==> src/rtl/bimodal_predictor_if.sv <==
// rtl/bimodal_predictor_if.sv - fetch/execute side bus of the bimodal branch predictor
interface bimodal_predictor_if #(
    parameter int PC_W       = 32,
    parameter int PEND_DEPTH = 4
);
    localparam int CNT_W = $clog2(PEND_DEPTH) + 1;

    logic              req;
    logic [PC_W-1:0]   req_pc;
    logic              req_ready;
    logic              pred_valid;
    logic              pred_taken;
    logic              res;
    logic              res_taken;
    logic              res_drop;
    logic [CNT_W-1:0]  pend_cnt;

    modport master (
        output req, req_pc, res, res_taken,
        input  req_ready, pred_valid, pred_taken, res_drop, pend_cnt
    );

    modport slave (
        input  req, req_pc, res, res_taken,
        output req_ready, pred_valid, pred_taken, res_drop, pend_cnt
    );
endinterface

==> src/rtl/bimodal_predictor.sv <==
// rtl/bimodal_predictor.sv - PC-indexed table of saturating counters with in-flight prediction FIFO
// Optional GSHARE_EN: XOR the table index with a non-speculative global history register.
module bimodal_predictor #(
    parameter int PC_W       = 32,
    parameter int IDX_W      = 4,
    parameter int CTR_W      = 2,
    parameter int CTR_INIT   = (1 << CTR_W) - 1,
    parameter int PEND_DEPTH = 4
) (
    input  logic                 clk,
    input  logic                 rst,
    bimodal_predictor_if.slave   bus
);
    localparam int N_ENT = 1 << IDX_W;
    localparam int PTR_W = $clog2(PEND_DEPTH);
    localparam int CNT_W = PTR_W + 1;
    localparam logic [CTR_W-1:0] CTR_MAX = CTR_W'((1 << CTR_W) - 1);

    logic [CTR_W-1:0] r_table [N_ENT];
    logic [IDX_W-1:0] r_fifo  [PEND_DEPTH];
    logic [PTR_W-1:0] r_wptr;
    logic [PTR_W-1:0] r_rptr;
    logic [CNT_W-1:0] r_cnt;
    logic             r_pred_valid;
    logic             r_pred_taken;
    logic             r_res_drop;

    logic             w_full;
    logic             w_empty;
    logic             w_push;
    logic             w_pop;
    logic [IDX_W-1:0] w_idx;
    logic [IDX_W-1:0] w_upd_idx;
    logic [CTR_W-1:0] w_cur_ctr;
    logic [CTR_W-1:0] w_upd_ctr;
    logic             w_unused;

    // Full/empty come from registered occupancy only, so a pop never frees a slot in the same cycle.
    assign w_full  = (r_cnt == CNT_W'(PEND_DEPTH));
    assign w_empty = (r_cnt == '0);
    assign w_push  = bus.req && !w_full;
    assign w_pop   = bus.res && !w_empty;

`ifdef GSHARE_EN
    logic [IDX_W-1:0] r_ghr;

    always_ff @(posedge clk or posedge rst) begin
        if (rst) begin
            r_ghr <= '0;
        end else if (w_pop) begin
            r_ghr <= {r_ghr[IDX_W-2:0], bus.res_taken};
        end
    end

    assign w_idx = bus.req_pc[IDX_W+1:2] ^ r_ghr;
`else
    assign w_idx = bus.req_pc[IDX_W+1:2];
`endif

    assign w_unused  = ^{bus.req_pc[PC_W-1:IDX_W+2], bus.req_pc[1:0]};
    assign w_upd_idx = r_fifo[r_rptr];
    assign w_cur_ctr = r_table[w_upd_idx];

    always_comb begin
        w_upd_ctr = w_cur_ctr;
        if (bus.res_taken) begin
            if (w_cur_ctr != CTR_MAX) w_upd_ctr = w_cur_ctr + CTR_W'(1);
        end else begin
            if (w_cur_ctr != '0) w_upd_ctr = w_cur_ctr - CTR_W'(1);
        end
    end

    // Prediction reads the pre-update counter: no bypass from a same-cycle result.
    always_ff @(posedge clk or posedge rst) begin
        if (rst) begin
            for (int i = 0; i < N_ENT; i++) r_table[i] <= CTR_W'(CTR_INIT);
        end else if (w_pop) begin
            r_table[w_upd_idx] <= w_upd_ctr;
        end
    end

    always_ff @(posedge clk) begin
        if (w_push) r_fifo[r_wptr] <= w_idx;
    end

    always_ff @(posedge clk or posedge rst) begin
        if (rst) begin
            r_wptr <= '0;
            r_rptr <= '0;
            r_cnt  <= '0;
        end else begin
            if (w_push) r_wptr <= r_wptr + PTR_W'(1);
            if (w_pop)  r_rptr <= r_rptr + PTR_W'(1);
            case ({w_push, w_pop})
                2'b10:   r_cnt <= r_cnt + CNT_W'(1);
                2'b01:   r_cnt <= r_cnt - CNT_W'(1);
                default: r_cnt <= r_cnt;
            endcase
        end
    end

    always_ff @(posedge clk or posedge rst) begin
        if (rst) begin
            r_pred_valid <= 1'b0;
            r_pred_taken <= 1'b0;
            r_res_drop   <= 1'b0;
        end else begin
            r_pred_valid <= w_push;
            if (w_push) r_pred_taken <= r_table[w_idx][CTR_W-1];
            r_res_drop   <= bus.res && w_empty;
        end
    end

    assign bus.req_ready  = !w_full;
    assign bus.pred_valid = r_pred_valid;
    assign bus.pred_taken = r_pred_taken;
    assign bus.res_drop   = r_res_drop;
    assign bus.pend_cnt   = r_cnt;
endmodule

==> src/flat_wrapper.sv <==
// flat-port wrapper written by rule: the top's interface ports become plain ports
module bimodal_predictor_flat 
#(
    parameter int PC_W       = 32,
    parameter int IDX_W      = 4,
    parameter int CTR_W      = 2,
    parameter int CTR_INIT   = (1 << CTR_W) - 1,
    parameter int PEND_DEPTH = 4
)
  (clk, rst, bus_req, bus_req_pc, bus_res, bus_res_taken, bus_req_ready, bus_pred_valid, bus_pred_taken, bus_res_drop, bus_pend_cnt);
  bimodal_predictor_if #(.PC_W(PC_W), .PEND_DEPTH(PEND_DEPTH)) bus_i ();
  input  logic clk;
  input  logic rst;
  input wire logic [$bits(bus_i.req)-1:0] bus_req;
  input wire logic [$bits(bus_i.req_pc)-1:0] bus_req_pc;
  input wire logic [$bits(bus_i.res)-1:0] bus_res;
  input wire logic [$bits(bus_i.res_taken)-1:0] bus_res_taken;
  output wire logic [$bits(bus_i.req_ready)-1:0] bus_req_ready;
  output wire logic [$bits(bus_i.pred_valid)-1:0] bus_pred_valid;
  output wire logic [$bits(bus_i.pred_taken)-1:0] bus_pred_taken;
  output wire logic [$bits(bus_i.res_drop)-1:0] bus_res_drop;
  output wire logic [$bits(bus_i.pend_cnt)-1:0] bus_pend_cnt;
  assign bus_i.req = bus_req;
  assign bus_i.req_pc = bus_req_pc;
  assign bus_i.res = bus_res;
  assign bus_i.res_taken = bus_res_taken;
  assign bus_req_ready = bus_i.req_ready;
  assign bus_pred_valid = bus_i.pred_valid;
  assign bus_pred_taken = bus_i.pred_taken;
  assign bus_res_drop = bus_i.res_drop;
  assign bus_pend_cnt = bus_i.pend_cnt;
  bimodal_predictor #(.PC_W(PC_W), .IDX_W(IDX_W), .CTR_W(CTR_W), .CTR_INIT(CTR_INIT), .PEND_DEPTH(PEND_DEPTH)) u_core (.clk(clk), .rst(rst), .bus(bus_i));
endmodule
==> config.mk <==
export PLATFORM = sky130hd
export DESIGN_NAME = bimodal_predictor_flat
export DESIGN_NICKNAME = d
export VERILOG_FILES = /design/src/rtl/bimodal_predictor_if.sv /design/src/rtl/bimodal_predictor.sv /design/src/flat_wrapper.sv
export SDC_FILE = /design/constraint.sdc
export NUM_CORES = 1
export LEC_CHECK = 0
export ABC_AREA = 1
export CAP_MARGIN = 10
export CORE_ASPECT_RATIO = 0.7
export CORE_MARGIN = 3
export CORE_UTILIZATION = 41
export CTS_CLUSTER_DIAMETER = 80
export DETAILED_ROUTE_END_ITERATION = 10
export PLACE_DENSITY = 0.74
export SLEW_MARGIN = 40
export SYNTH_ARGS = -nofsm -noshare
export SYNTH_HDL_FRONTEND = slang
export SYNTH_SLANG_ARGS = --single-unit
==> constraint.sdc <==
create_clock -name clk -period 5.4 [get_ports clk]
set_clock_uncertainty 0.1 [all_clocks]
set_input_delay 0.81 -clock clk [delete_from_list [all_inputs] [get_ports clk]]
set_output_delay 0.81 -clock clk [all_outputs]
set_load 0.1 [all_outputs]
* Word level (Yosys, flattened, before mapping)
Memory sizes are Yosys's and may differ from the RTL's.
Cells that the tools add are included.
** Cells by class
- Equality and inequality tests :: 4
- Bitwise operators :: 2
- Magnitude comparators :: 3
- $add $sub $neg :: 6
- Reductions and logical operators :: 9
- Muxes and demuxes :: 15
** Operators by type and width (number)
- 32-bit bitwise mux :: 1
- 2-bit binary-select mux with 4-bit select :: 2
- 2-bit two-way mux :: 8
- 5-bit >= comparator (second input constant) :: 2
- 4-bit inverter with 5-bit output :: 2
- 2-bit demux with 4-bit select :: 1
- 2-bit by 1-bit adder with 2-bit output (second input constant) :: 3
- 3-bit case mux with 2 select lines :: 1
- 5-bit by 1-bit less-than comparator with 1-bit output (second input constant) :: 1
- 1-bit logical AND :: 4
- 2-bit nonzero test :: 2
- 3-bit by 1-bit adder with 3-bit output (second input constant) :: 1
- 3-bit == test (second input constant) :: 1
- 3-bit logical NOT :: 1
- 3-bit by 1-bit subtractor with 3-bit output (second input constant) :: 1
- 2-bit by 1-bit == test with 1-bit output (second input constant) :: 1
- 2-bit == test (second input constant) :: 1
- 1-bit logical NOT :: 2
- 1-bit two-way mux :: 2
- 2-bit != test (second input constant) :: 1
- 2-bit by 1-bit subtractor with 2-bit output (second input constant) :: 1
** Storage, ports and cells
- Input port bits :: 37
- RAM bits :: 16
- Register bits :: 42
- Memories kept :: 1
** Memories
- u_core.r_fifo :: words 4, width 4, rd ports 1, clocked after memory_dff 0, wr ports 1, RTL line bimodal_predictor.sv:20 : logic [IDX_W-1:0] r_fifo [PEND_DEPTH];

* Logic depth before layout (Yosys ltp)
Gate-level depths: netlist of the first run.
An unclocked memory read counts as a cell.
- Depth in word-level cells :: 9
- Gate-level depth with buffers :: 17

* Worst setup path after synthesis of the first run
Ideal clock, no wire load.
- Path type :: flip-flop to flip-flop
- Start point :: reg u_core.r_cnt[2], in the netlist u_core.bus.pend_cnt[2]
- End point :: reg u_core.r_cnt[2], in the netlist u_core.bus.pend_cnt[2]
- Slack :: 1.776 ns
- Stages on the path, launching flop included :: 9
- Path buffers :: 0
- Arrival :: 3.393 ns
- Clock period less this slack :: 3.624 ns
- Required time :: 5.169 ns
- Cells stage by stage :: dfrtp_1 -> nand3_1 -> nand2_1 -> ha_1 -> inv_1 -> fa_1 -> a21oi_1 -> o21ai_0 -> xor2_1
** On the way
- Longest elaborated chain between the ends :: 5
** RTL lines
- start: declaration :: RTL line bimodal_predictor.sv:23 : logic [CNT_W-1:0] r_cnt;
- start signal: assignment :: RTL line bimodal_predictor.sv:95 : 2'b10: r_cnt <= r_cnt + CNT_W'(1);
- start signal: assignment :: RTL line bimodal_predictor.sv:96 : 2'b01: r_cnt <= r_cnt - CNT_W'(1);
- start signal: assignment :: RTL line bimodal_predictor.sv:97 : default: r_cnt <= r_cnt;
- 3-bit == test * :: RTL line bimodal_predictor.sv:39 : assign w_full = (r_cnt == CNT_W'(PEND_DEPTH));
- 1-bit logical NOT *
- via bus_req_ready :: RTL line flat_wrapper.sv:18 : output wire logic [$bits(bus_i.req_ready)-1:0] bus_req_ready;
- 1-bit logical AND * :: RTL line bimodal_predictor.sv:41 : assign w_push = bus.req && !w_full;
- 2-bit by 1-bit == test with 1-bit output / 2-bit == test (equally long branches) :: RTL line bimodal_predictor.sv:94 : case ({w_push, w_pop})
- 3-bit case mux with 2 select lines / 2-bit nonzero test (equally long branches)
The timed path passes the listed nets; every way through them passes the cells marked *.
A chain may end at the register's enable or synchronous reset.

* Worst setup path in the final report of the first run
- Start point :: reg u_core.r_rptr[0]
- End point :: reg u_core.r_table[4] in the netlist's numbering
** On the way
- Longest elaborated chain between the ends :: 9
** RTL lines
- start: declaration :: RTL line bimodal_predictor.sv:22 : logic [PTR_W-1:0] r_rptr;
- start signal: assignment :: RTL line bimodal_predictor.sv:93 : if (w_pop) r_rptr <= r_rptr + PTR_W'(1);
- memory 4 x 4 bit *
- 4-bit inverter with 5-bit output (not written as such) * :: RTL line bimodal_predictor.sv:62, bimodal_predictor.sv:78
- 2-bit binary-select mux with 4-bit select :: RTL line bimodal_predictor.sv:62 : assign w_cur_ctr = r_table[w_upd_idx];
- 2-bit two-way mux (not written as such) (2 in a row) :: RTL line bimodal_predictor.sv:62
- 2-bit by 1-bit subtractor with 2-bit output (tied with other cells) :: RTL line bimodal_predictor.sv:69 : if (w_cur_ctr != '0) w_upd_ctr = w_cur_ctr - CTR_W'(1);
- 2-bit two-way mux, on equally long branches :: RTL line bimodal_predictor.sv:69, bimodal_predictor.sv:67
- 2-bit two-way mux :: RTL line bimodal_predictor.sv:66 : if (bus.res_taken) begin
- 32-bit bitwise mux * :: RTL line bimodal_predictor.sv:78 : r_table[w_upd_idx] <= w_upd_ctr;
- end signal: indexed assignment :: RTL line bimodal_predictor.sv:78
- end: declaration :: RTL line bimodal_predictor.sv:19 : logic [CTR_W-1:0] r_table [N_ENT];
Mark *: on every way between the ends. The rest lies on a longest branch, timed or not. The select of a mux whose other input is x is not followed.

==> reports/metrics.csv, run 1 <==
stage,metric,value,unit
status,outcome,"complete, no violations",
sta,Final setup viols,0,
critical_path,Worst R2R Start,u_core.r_rptr[0],
floorplanning,Die H,80.0,um
clock_tree,CTS clock-pin slew for the worst setup and hold paths,0.06,ns
clock_tree,post-CTS sizing,0,
min_path,Hold Crit Class,reg -> reg,
finish,n_diodes,0,
critical_path,"setup slack, reg-to-reg",2.68,ns
critical_path,Required @ worst endpoint,5.57,ns
finish,Synth-to-Final Area Change,10.8,%
clock_tree,post-CTS setup buffers,0,
floorplanning,DIE AREA,8950,um2
min_path,Worst Hold Path EP,u_core.r_table[22],
finish,nets,447,
critical_path,crit path launch type,register,
logic_synthesis,Synth Cell Area,3210,um2
clock_tree,H-Tree Depth,3,
grt,first-pass GRT wire length,12500,um
sta,crit share post-route,0.505,
power,PD cells,724,nW/um2
clock_tree,TritonCTS clock tree,yes,
grt,largest net degree at the start of global routing,43,
sta,final-report max-slew violation count,0,
grt,total gr overflow,0,
logic_synthesis,cells after synthesis,386,
routing,DRC viols,0,
sta,Sum Neg Setup Slack,0,ns
logic_synthesis,Post-Syn Nets,429,
floorplanning,starting density of the core,0.431,
sta,minimum clock period,2.72,ns
job,max-capacitance violation count,0,
floorplanning,Rows,26,
clock_tree,Clock Tree Root,clkbuf_8,
critical_path,Critical Path End Type,register,
critical_path,Reg2Reg Depth,13,
critical_path,CP max stage cell,dfrtp_1,
finish,Filler Cell Count,721,
routing,drt first pass iters,5,
finish,Multi-input gate area,1350,um2
power,peak supply drop,519,uV
critical_path,Worst Path Arrival,2.90,ns
min_path,hold depth,2,
logic_synthesis,"Distinct cells, synth",33,
critical_path,WS Path Type,reg -> reg,
min_path,hold_sp,u_core.r_table[22],
finish,share of cells above drive strength 1,0.208,
finish,FF/Latch Area,1570,um2
routing,overall routed net length,7350,um
critical_path,CP peak stage delay,0.61,ns
routing,1st-iter DRT viols,267,
clock_tree,hold_buf cts,0,
clock_tree,CTS Sinks,58,
floorplanning,core area,7450,um2
finish,Final Core Density,0.477,
sta,RSZ-0062 raised after global routing,false,
clock_tree,clock latency on the worst-skew pair,0.35,ns
place,input/output buffers,15,
routing,post-route antenna net violation count,0,
sta,final hold violation count,0,
grt,antenna violations before repair,0,
routing,wire length per cell,14.5,um
grt,vias in the first global route,2483,
sta,Fmax achieved,0.367,GHz
sta,Slew HR,0.631,
critical_path,"Max FO, Critical Path",23,
place,Final Wtd Congestion,0.936,
sta,Slew @ Worst Pin,0.552,ns
critical_path,cells along the critical path,inv_2 > nand2_1 > nand3_4 > nand2_4 > inv_2 > nand2_1 > nand3_1 > nand3_1 > nand2_1 > nor2_4 > nand2_2 > nand3_1 > nand2_1,
clock_tree,Clock Path Buffers,2,
logic_synthesis,Syn Area/Cell,8.32,um2
routing,Via Count,2587,
floorplanning,die width,112,um
routing,vias per inst,5.10,
critical_path,"most used cell, CP",nand2_1,
power,Leak Pwr,1.60,nW
clock_tree,total CTS buffers,9,
critical_path,r2r endpoint,u_core.r_table[4],
place,post-DP HPWL,5150,um
floorplanning,IO Pins,44,
logic_synthesis,post-synthesis sequential area ratio,0.489,
logic_synthesis,Yosys Warn Count,0,
logic_synthesis,#FFs+latches synth,58,
grt,gr usage total,0.180,
cell families after synthesis:
logic type / Yosys count / share of synthesized area
and+or+nand+nor: 230 / 0.331
buffers and inverters: 65 / 0.0896
DFF: 58 / 0.489
AOI/OAI and AO/OA: 21 / 0.0472
adders and majority gates: 6 / 0.0257
xor gates and xnor gates: 4 / 0.0109
muxes: 2 / 0.00624
where the power goes:
part           internal [W]  switching (W)  total [W]
combinational      0.000363        0.00104    0.00140
clock              0.000210       0.000165   0.000375
sequential         0.000675       0.000123   0.000798
cells in the mapped netlist:
cell	number	area, um2
a21oi_1	1	5.00
a31oi_1	1	6.26
buf_2	2	10.0
buf_4	2	15.0
buf_6	3	33.8
buf_8	1	15.0
clkbuf_1	1	3.75
dfrtp_1	10	250
dfstp_2	32	841
edfxtp_1	16	480
fa_1	1	20.0
ha_1	5	62.6
inv_1	52	195
inv_2	4	15.0
mux2i_1	2	20.0
nand2_1	114	428
nand2_2	16	100
nand2_4	5	56.3
nand3_1	50	250
nand3_2	2	20.0
nand3_4	2	35.0
nor2_1	37	139
nor2_4	2	22.5
nor3_1	1	5.00
o211ai_1	6	45.0
o21ai_0	7	35.0
o21ai_2	1	8.76
o21ai_4	1	16.3
o221ai_1	2	17.5
o32ai_1	2	17.5
or2_2	1	6.26
xnor2_1	1	8.76
xor2_1	3	26.3
cells in the final DEF, fill, tap and decap left out, types with 8 or more instances in the layout:
cell               n
inv_1             52
nor2_1            37
nand2_2           16
clkdlybuf4s50_1    8
nand3_1           50
dfstp_2           32
nand2_1          114
dfrtp_1           10
clkbuf_8           9
edfxtp_1          16
per-layer routing:
| layer | GRT usage | up-vias | wire length [um] |
|---|---|---|---|
| met5 | 0 | - | 0 |
| li1 | - | 1254 | - |
| met4 | 0.0522 | 0 | 94 |
| met3 | 0.0523 | 12 | 523 |
| met2 | 0.266 | 97 | 3130 |
| met1 | 0.257 | 1224 | 3610 |
worst max-delay path by stage:
stage                                       from                      to  slack, ns  cells past startpoint
after global routing            u_core.r_rptr[0]      u_core.r_table[24]       2.46                     13
final                           u_core.r_rptr[0]       u_core.r_table[4]       2.68                     13
after detailed placement                 bus_res  u_core.bus.pend_cnt[2]       2.56                      9
after floorplan           u_core.bus.pend_cnt[2]  u_core.bus.pend_cnt[2]       1.78                      8
after CTS                       u_core.r_rptr[0]       u_core.r_table[4]       2.75                     13
after global placement                   bus_res  u_core.bus.pend_cnt[2]       2.62                      9
registers in the layout, summed over array words and instances, names as in the netlist:
signal                 count
u_core.bus.res_drop        1
u_core.r_wptr              2
u_core.bus.pred_valid      1
u_core.r_table            32
u_core.bus.pred_taken      1
u_core.bus.pend_cnt        3
u_core.r_rptr              2
u_core.r_fifo             16
per-stage QoR:
step | power (W) | hold WS [ns] | worst slack, ns | instances | area, um2
6_report | 0.00258 | 0.364 | 2.68 | 507 | 3560
5_1_grt | 0.00276 | 0.378 | 2.46 | 507 | 3560
4_1_cts | 0.00257 | 0.368 | 2.75 | 507 | 3560
3_5_place_dp | 0.00218 | 0.357 | 2.56 | 491 | 3380
3_3_place_gp | 0.00217 | 0.355 | 2.62 | 491 | 3410
2_1_floorplan | 0.00196 | 0.343 | 1.78 | 386 | 3210
worst max-delay path, delay by kind of cell (launching register included):
kind	cells	cell delay, ns
DFF	1	0.61
buffers and inverters	2	0.30
and+or+nand+nor	11	1.63
layout make-up:
| class | instances | area share |
|---|---|---|
| repair buffers | 16 | 0.0345 |
| well taps | 98 | 0.0345 |
| clock buffers | 12 | 0.0380 |
| inverters | 56 | 0.0591 |
| flip-flops and latches | 58 | 0.442 |
| clock inverters | 4 | 0.0120 |
| multi-input cells | 263 | 0.380 |
(Power assumes the default switching activity.)
==> run 2, diff against run 1 <==
==> constraint.sdc (replaced) <==
create_clock -name clk -period 2.8 [get_ports clk]
set_clock_uncertainty 0.1 [all_clocks]
set_input_delay 0.42 -clock clk [delete_from_list [all_inputs] [get_ports clk]]
set_output_delay 0.42 -clock clk [all_outputs]
set_load 0.1 [all_outputs]
==> reports/metrics.csv, run 2 (synthesis results as in run 1) <==
stage,metric,value,unit,change
clock_tree,Clock Path Buffers,2,,unchanged
power,Cell Int Power,0.00250,W,was 0.00125 W
grt,first-pass GRT wire length,12300,um,"was 12,500 um"
sta,Sum Neg Setup Slack,0,ns,unchanged
grt,total gr overflow,0,,unchanged
sta,RSZ-0062 raised after global routing,false,,unchanged
clock_tree,CTS clock-pin slew for the worst setup and hold paths,0.07,ns,was 0.06 ns
clock_tree,post-CTS sizing,0,,unchanged
critical_path,r2r endpoint,u_core.r_table[8],,was u_core.r_table[4]
critical_path,Required @ worst endpoint,2.98,ns,was 5.57 ns
job,max-capacitance violation count,0,,unchanged
floorplanning,Rows,26,,unchanged
finish,nets,452,,was 447
floorplanning,Die H,80.0,um,unchanged
clock_tree,post-CTS setup buffers,0,,unchanged
grt,grt peak-use layer,met2,,unchanged
grt,antenna violations before repair,0,,unchanged
power,power share of the sequential group,0.302,,was 0.310
grt,gr usage total,0.179,,was 0.180
finish,n_diodes,0,,unchanged
power,clock power share,0.151,,was 0.146
clock_tree,TritonCTS clock tree,yes,,unchanged
critical_path,"setup slack, reg-to-reg",0.32,ns,was 2.68 ns
clock_tree,hold_buf cts,0,,unchanged
clock_tree,total CTS buffers,9,,unchanged
critical_path,"Max FO, Critical Path",23,,unchanged
routing,drt first pass iters,5,,unchanged
sta,final-report max-slew violation count,0,,unchanged
critical_path,crit path capture,u_core.r_table[8],,was u_core.r_table[4]
clock_tree,CTS Sinks,58,,unchanged
critical_path,Worst R2R Start,u_core.r_rptr[0],,unchanged
clock_tree,H-Tree Depth,3,,unchanged
clock_tree,clock latency on the worst-skew pair,0.35,ns,about the same
routing,vias per inst,5.11,,was 5.10
floorplanning,IO Pins,44,,unchanged
finish,final cell count without fillers,512,,was 507
critical_path,crit path launch type,register,,unchanged
finish,share of cells above drive strength 1,0.239,,was 0.208
power,Leak Pwr,1.64,nW,was 1.60 nW
power,P_sw,0.00260,W,was 0.00133 W
place,placed insts,496,,was 491
floorplanning,starting density of the core,0.431,,unchanged
grt,M2 GR Usage,0.273,,was 0.266
routing,Via Count,2618,,"was 2,587"
critical_path,Reg2Reg Depth,13,,unchanged
finish,most frequent cells in the layout,"nand2_1, inv_1, nand3_1",,unchanged
grt,Global Route met3 Usage,0.0515,,was 0.0523
power,peak supply drop,989,uV,was 519 uV
power,Pwr Total,0.00510,W,was 0.00258 W
sta,Fmax achieved,0.404,GHz,was 0.367 GHz
sta,crit share post-route,0.884,,was 0.505
sta,minimum clock period,2.48,ns,was 2.72 ns
status,outcome,"complete, no violations",,unchanged
finish,Top reg by flops,u_core.r_table,,unchanged
finish,max FFs per register,32,,unchanged
floorplanning,core area,7450,um2,unchanged
clock_tree,Clock Tree Root,clkbuf_8,,unchanged
routing,DRC viols,0,,unchanged
place,input/output buffers,15,,unchanged
sta,Slew @ Worst Pin,0.536,ns,was 0.552 ns
sta,final hold violation count,0,,unchanged
power,PD cells,1390,nW/um2,was 724 nW/um2
routing,wire length per cell,14.5,um,about the same
grt,vias in the first global route,2516,,"was 2,483"
sta,Slew HR,0.643,,was 0.631
critical_path,CP startpoint,u_core.r_rptr[0],,unchanged
min_path,Hold Crit Class,in -> async,,was reg -> reg
grt,met1 global-route usage,0.247,,was 0.257
routing,1st-iter DRT viols,302,,was 267
floorplanning,DIE AREA,8950,um2,unchanged
finish,Synth-to-Final Area Change,13.9,%,was 10.8%
critical_path,Critical Path End Type,register,,unchanged
grt,largest net degree at the start of global routing,24,,was 43
routing,overall routed net length,7410,um,was 7350 um
routing,post-route antenna net violation count,0,,unchanged
floorplanning,die width,112,um,unchanged
power,switching share of power,0.510,,was 0.515
place,Final Wtd Congestion,0.921,,was 0.936
power,combinational power share,0.547,,was 0.545
sta,Final setup viols,0,,unchanged
critical_path,WS Path Type,reg -> reg,,unchanged
finish,"most common cell after layout, fill and taps aside",nand2_1,,unchanged
place,post-DP HPWL,5450,um,was 5150 um
critical_path,Worst Path Arrival,2.65,ns,was 2.90 ns
run 2: cell types whose count changed in the layout (fill, tap and decap cells not counted), moves of 2 or more:
cell	change
dfrtp_1	-3
clkbuf_16	+2
buf_4	+12
buf_2	-7
clkinvlp_4	+2
clkbuf_1	-3
clkinv_1	-2
dfrtp_2	+3
run 2: power groups by stage:
stage                     Clock, W  Sequential (W)  Combinational, W
final                     0.000772         0.00154           0.00279
after global routing      0.000833         0.00157           0.00306
after CTS                 0.000784         0.00153           0.00278
after detailed placement         0         0.00154           0.00278
after global placement           0         0.00153           0.00268
after floorplan                  0         0.00171           0.00209
run 2: routing by layer:
metal,part of all wire,vias up
met5,0,-
met4,0.016,0
met3,0.077,17
met2,0.44,99
met1,0.47,1239
li1,-,1263
run 2: cell type report:
type / instances / area, um2
Clock buffer: 11 / 174
Clock inverter: 5 / 33.8
Fill cell: 688 / 3790
Inverter: 56 / 210
Multi-Input combinational cell: 263 / 1360
Sequential cell: 58 / 1580
Tap cell: 98 / 123
Timing Repair Buffer: 21 / 178
run 2: worst max-delay path, cell delays in order (launching register included):
cell and delay [ns]:
dfrtp_1 0.51, inv_2 0.12, nand2_1 0.12, nand3_4 0.15, nand2_4 0.27, inv_2 0.12, nand2_1 0.08, nand3_1 0.06
nand3_1 0.13, nand2_1 0.10, nor2_4 0.15, nand2_2 0.24, nand3_1 0.15, nand2_1 0.07
run 2: worst min-delay path by stage:
stage,cells past startpoint,slack (ns),start,end
after CTS,2,0.33,rst,u_core.bus.res_drop
final,2,0.32,rst,u_core.bus.res_drop
after global placement,2,0.35,u_core.r_table[26],u_core.r_table[26]
after floorplan,2,0.34,u_core.r_table[16],u_core.r_table[16]
after detailed placement,2,0.36,u_core.r_table[10],u_core.r_table[10]
after global routing,2,0.34,rst,u_core.bus.res_drop
run 2: stage by stage:
step / util / instance area (um2) / hold slack, ns / worst slack, ns
after detailed placement: 0.463 / 3450 / 0.357 / 0.339
after global routing: 0.491 / 3660 / 0.345 / 0.129
after CTS: 0.491 / 3660 / 0.327 / 0.370
after global placement: 0.463 / 3450 / 0.355 / 0.388
after floorplan: - / 3230 / 0.343 / 0.175
final: 0.491 / 3660 / 0.320 / 0.323
==> run 3, diff against run 2 <==
--- a/config.mk
+++ b/config.mk
@@ -8,7 +8,6 @@
 export ABC_AREA = 1
 export CAP_MARGIN = 10
 export CORE_ASPECT_RATIO = 0.7
-export CORE_MARGIN = 3
 export CORE_UTILIZATION = 41
 export CTS_CLUSTER_DIAMETER = 80
 export DETAILED_ROUTE_END_ITERATION = 10
==> reports/metrics.csv, run 3 (synthesis results as in run 1) <==
stage,metric,value,unit,change
min_path,Hold Crit Class,reg -> reg,,was in -> async
critical_path,Required @ worst endpoint,2.98,ns,about the same
floorplanning,starting density of the core,0.431,,unchanged
grt,total gr overflow,0,,unchanged
sta,Sum Neg Setup Slack,0,ns,unchanged
power,PD cells,1390,nW/um2,about the same
clock_tree,Clock Path Buffers,2,,unchanged
finish,most frequent cells in the layout,"nand2_1, inv_1, nand3_1",,unchanged
status,outcome,"complete, no violations",,unchanged
routing,wire length per cell,14.4,um,was 14.5 um
clock_tree,clock latency on the worst-skew pair,0.36,ns,was 0.35 ns
clock_tree,Clock Tree Root,clkbuf_8,,unchanged
floorplanning,die width,108,um,was 112 um
sta,final-report max-slew violation count,0,,unchanged
finish,"most common cell after layout, fill and taps aside",nand2_1,,unchanged
grt,antenna violations before repair,0,,unchanged
floorplanning,Die H,76.0,um,was 80.0 um
finish,share of cells above drive strength 1,0.234,,was 0.239
power,Leak Pwr,1.62,nW,was 1.64 nW
critical_path,Critical Path End Type,register,,unchanged
sta,Fmax achieved,0.396,GHz,was 0.404 GHz
floorplanning,core area,7450,um2,unchanged
sta,Final setup viols,0,,unchanged
routing,overall routed net length,7340,um,was 7410 um
place,post-DP HPWL,5360,um,was 5450 um
clock_tree,hold_buf cts,0,,unchanged
finish,Filler Cell Count,710,,was 688
routing,DRC viols,0,,unchanged
finish,max FFs per register,32,,unchanged
sta,crit share post-route,0.901,,was 0.884
place,Final Wtd Congestion,0.870,,was 0.921
place,dpl cell area,3430,um2,was 3450 um2
finish,nets,449,,was 452
clock_tree,post-CTS setup buffers,0,,unchanged
routing,1st-iter DRT viols,145,,was 302
grt,largest net degree at the start of global routing,43,,was 24
clock_tree,CTS Sinks,58,,unchanged
clock_tree,post-CTS sizing,0,,unchanged
sta,minimum clock period,2.52,ns,was 2.48 ns
floorplanning,DIE AREA,8190,um2,was 8950 um2
floorplanning,IO Pins,44,,unchanged
routing,post-route antenna net violation count,0,,unchanged
critical_path,WS Path Type,reg -> reg,,unchanged
clock_tree,total CTS buffers,9,,unchanged
grt,vias in the first global route,2483,,"was 2,516"
sta,Slew HR,0.645,,was 0.643
power,peak supply drop,939,uV,was 989 uV
finish,Final Instance Area,3620,um2,was 3660 um2
routing,vias per inst,5.09,,was 5.11
clock_tree,CTS clock-pin slew for the worst setup and hold paths,0.07,ns,about the same
finish,Top reg by flops,u_core.r_table,,unchanged
sta,Slew @ Worst Pin,0.531,ns,was 0.536 ns
floorplanning,Rows,26,,unchanged
critical_path,"Max FO, Critical Path",23,,unchanged
grt,first-pass GRT wire length,12400,um,"was 12,300 um"
critical_path,crit path launch type,register,,unchanged
routing,drt first pass iters,5,,unchanged
sta,RSZ-0062 raised after global routing,false,,unchanged
routing,Via Count,2592,,"was 2,618"
finish,n_diodes,0,,unchanged
critical_path,Worst Path Arrival,2.70,ns,was 2.65 ns
grt,gr usage total,0.201,,was 0.179
place,input/output buffers,15,,unchanged
job,max-capacitance violation count,0,,unchanged
sta,final hold violation count,0,,unchanged
clock_tree,TritonCTS clock tree,yes,,unchanged
finish,Synth-to-Final Area Change,12.8,%,was 13.9%
clock_tree,H-Tree Depth,3,,unchanged
==> run 3: cell types whose count changed in the layout (fill, tap and decap cells not counted) <==
cell        previous run  this run
bufinv_16              0         1
buf_4                 13        10
clkinv_4               1         2
clkbuf_16              2         0
clkinv_2               2         3
clkinvlp_4             2         1
==> run 3: through the flow <==
stage	total power [W]	instances	hold WS [ns]	worst slack, ns	utilization
after CTS	0.00505	509	0.369	0.301	0.486
after global placement	0.00420	493	0.355	0.364	0.460
final	0.00504	509	0.367	0.277	0.486
after floorplan	0.00380	386	0.343	0.175	-
after global routing	0.00543	509	0.387	0.0277	0.486
after detailed placement	0.00426	493	0.357	0.331	0.460
==> run 3: layout make-up <==
type,instances,area (um2),area share
Sequential cell,58,1580,0.435
Multi-Input combinational cell,263,1360,0.377
Inverter,56,210,0.0581
Timing Repair Buffer,18,155,0.0428
Clock buffer,9,124,0.0342
Tap cell,98,123,0.0339
Clock inverter,7,70.1,0.0194
==> run 3: final timing paths <==
kind	from	to	slack [ns]	cells after the start
setup / recovery	u_core.r_rptr[0]	u_core.r_table[20]	0.28	13
hold / removal	u_core.r_table[6]	u_core.r_table[6]	0.37	2
setup reg to reg	u_core.r_rptr[0]	u_core.r_table[20]	0.28	13
hold reg to reg	u_core.r_table[6]	u_core.r_table[6]	0.37	2
max in group asynchronous	rst	u_core.r_table[6]	1.81	3
min in group asynchronous	rst	u_core.r_rptr[1]	0.41	3
==> run 3: worst max-delay path, cell delays in order (launching register included) <==
cell     delay [ns]
dfrtp_1        0.62
inv_2          0.09
nand2_1        0.11
nand3_4        0.15
nand2_4        0.28
inv_2          0.12
nand2_1        0.07
nand3_1        0.06
nand3_1        0.13
nand2_1        0.11
nor2_4         0.15
nand2_2        0.23
nand3_1        0.14
nand2_1        0.06
==> run 3: metal layers <==
metal	wire [um]	vias to the layer above	global-route usage
met5	0	-	0
met4	144	0	0.0877
met3	570	15	0.0761
met2	3070	102	0.279
met1	3550	1219	0.279
li1	-	1256	-
==> run 3: where the power goes <==
group	internal [W]	leakage (nW)	switching, W	total [W]
sequential	0.00131	0.597	0.000246	0.00155
clock	0.000408	0.0990	0.000357	0.000765
combinational	0.000756	0.925	0.00197	0.00273
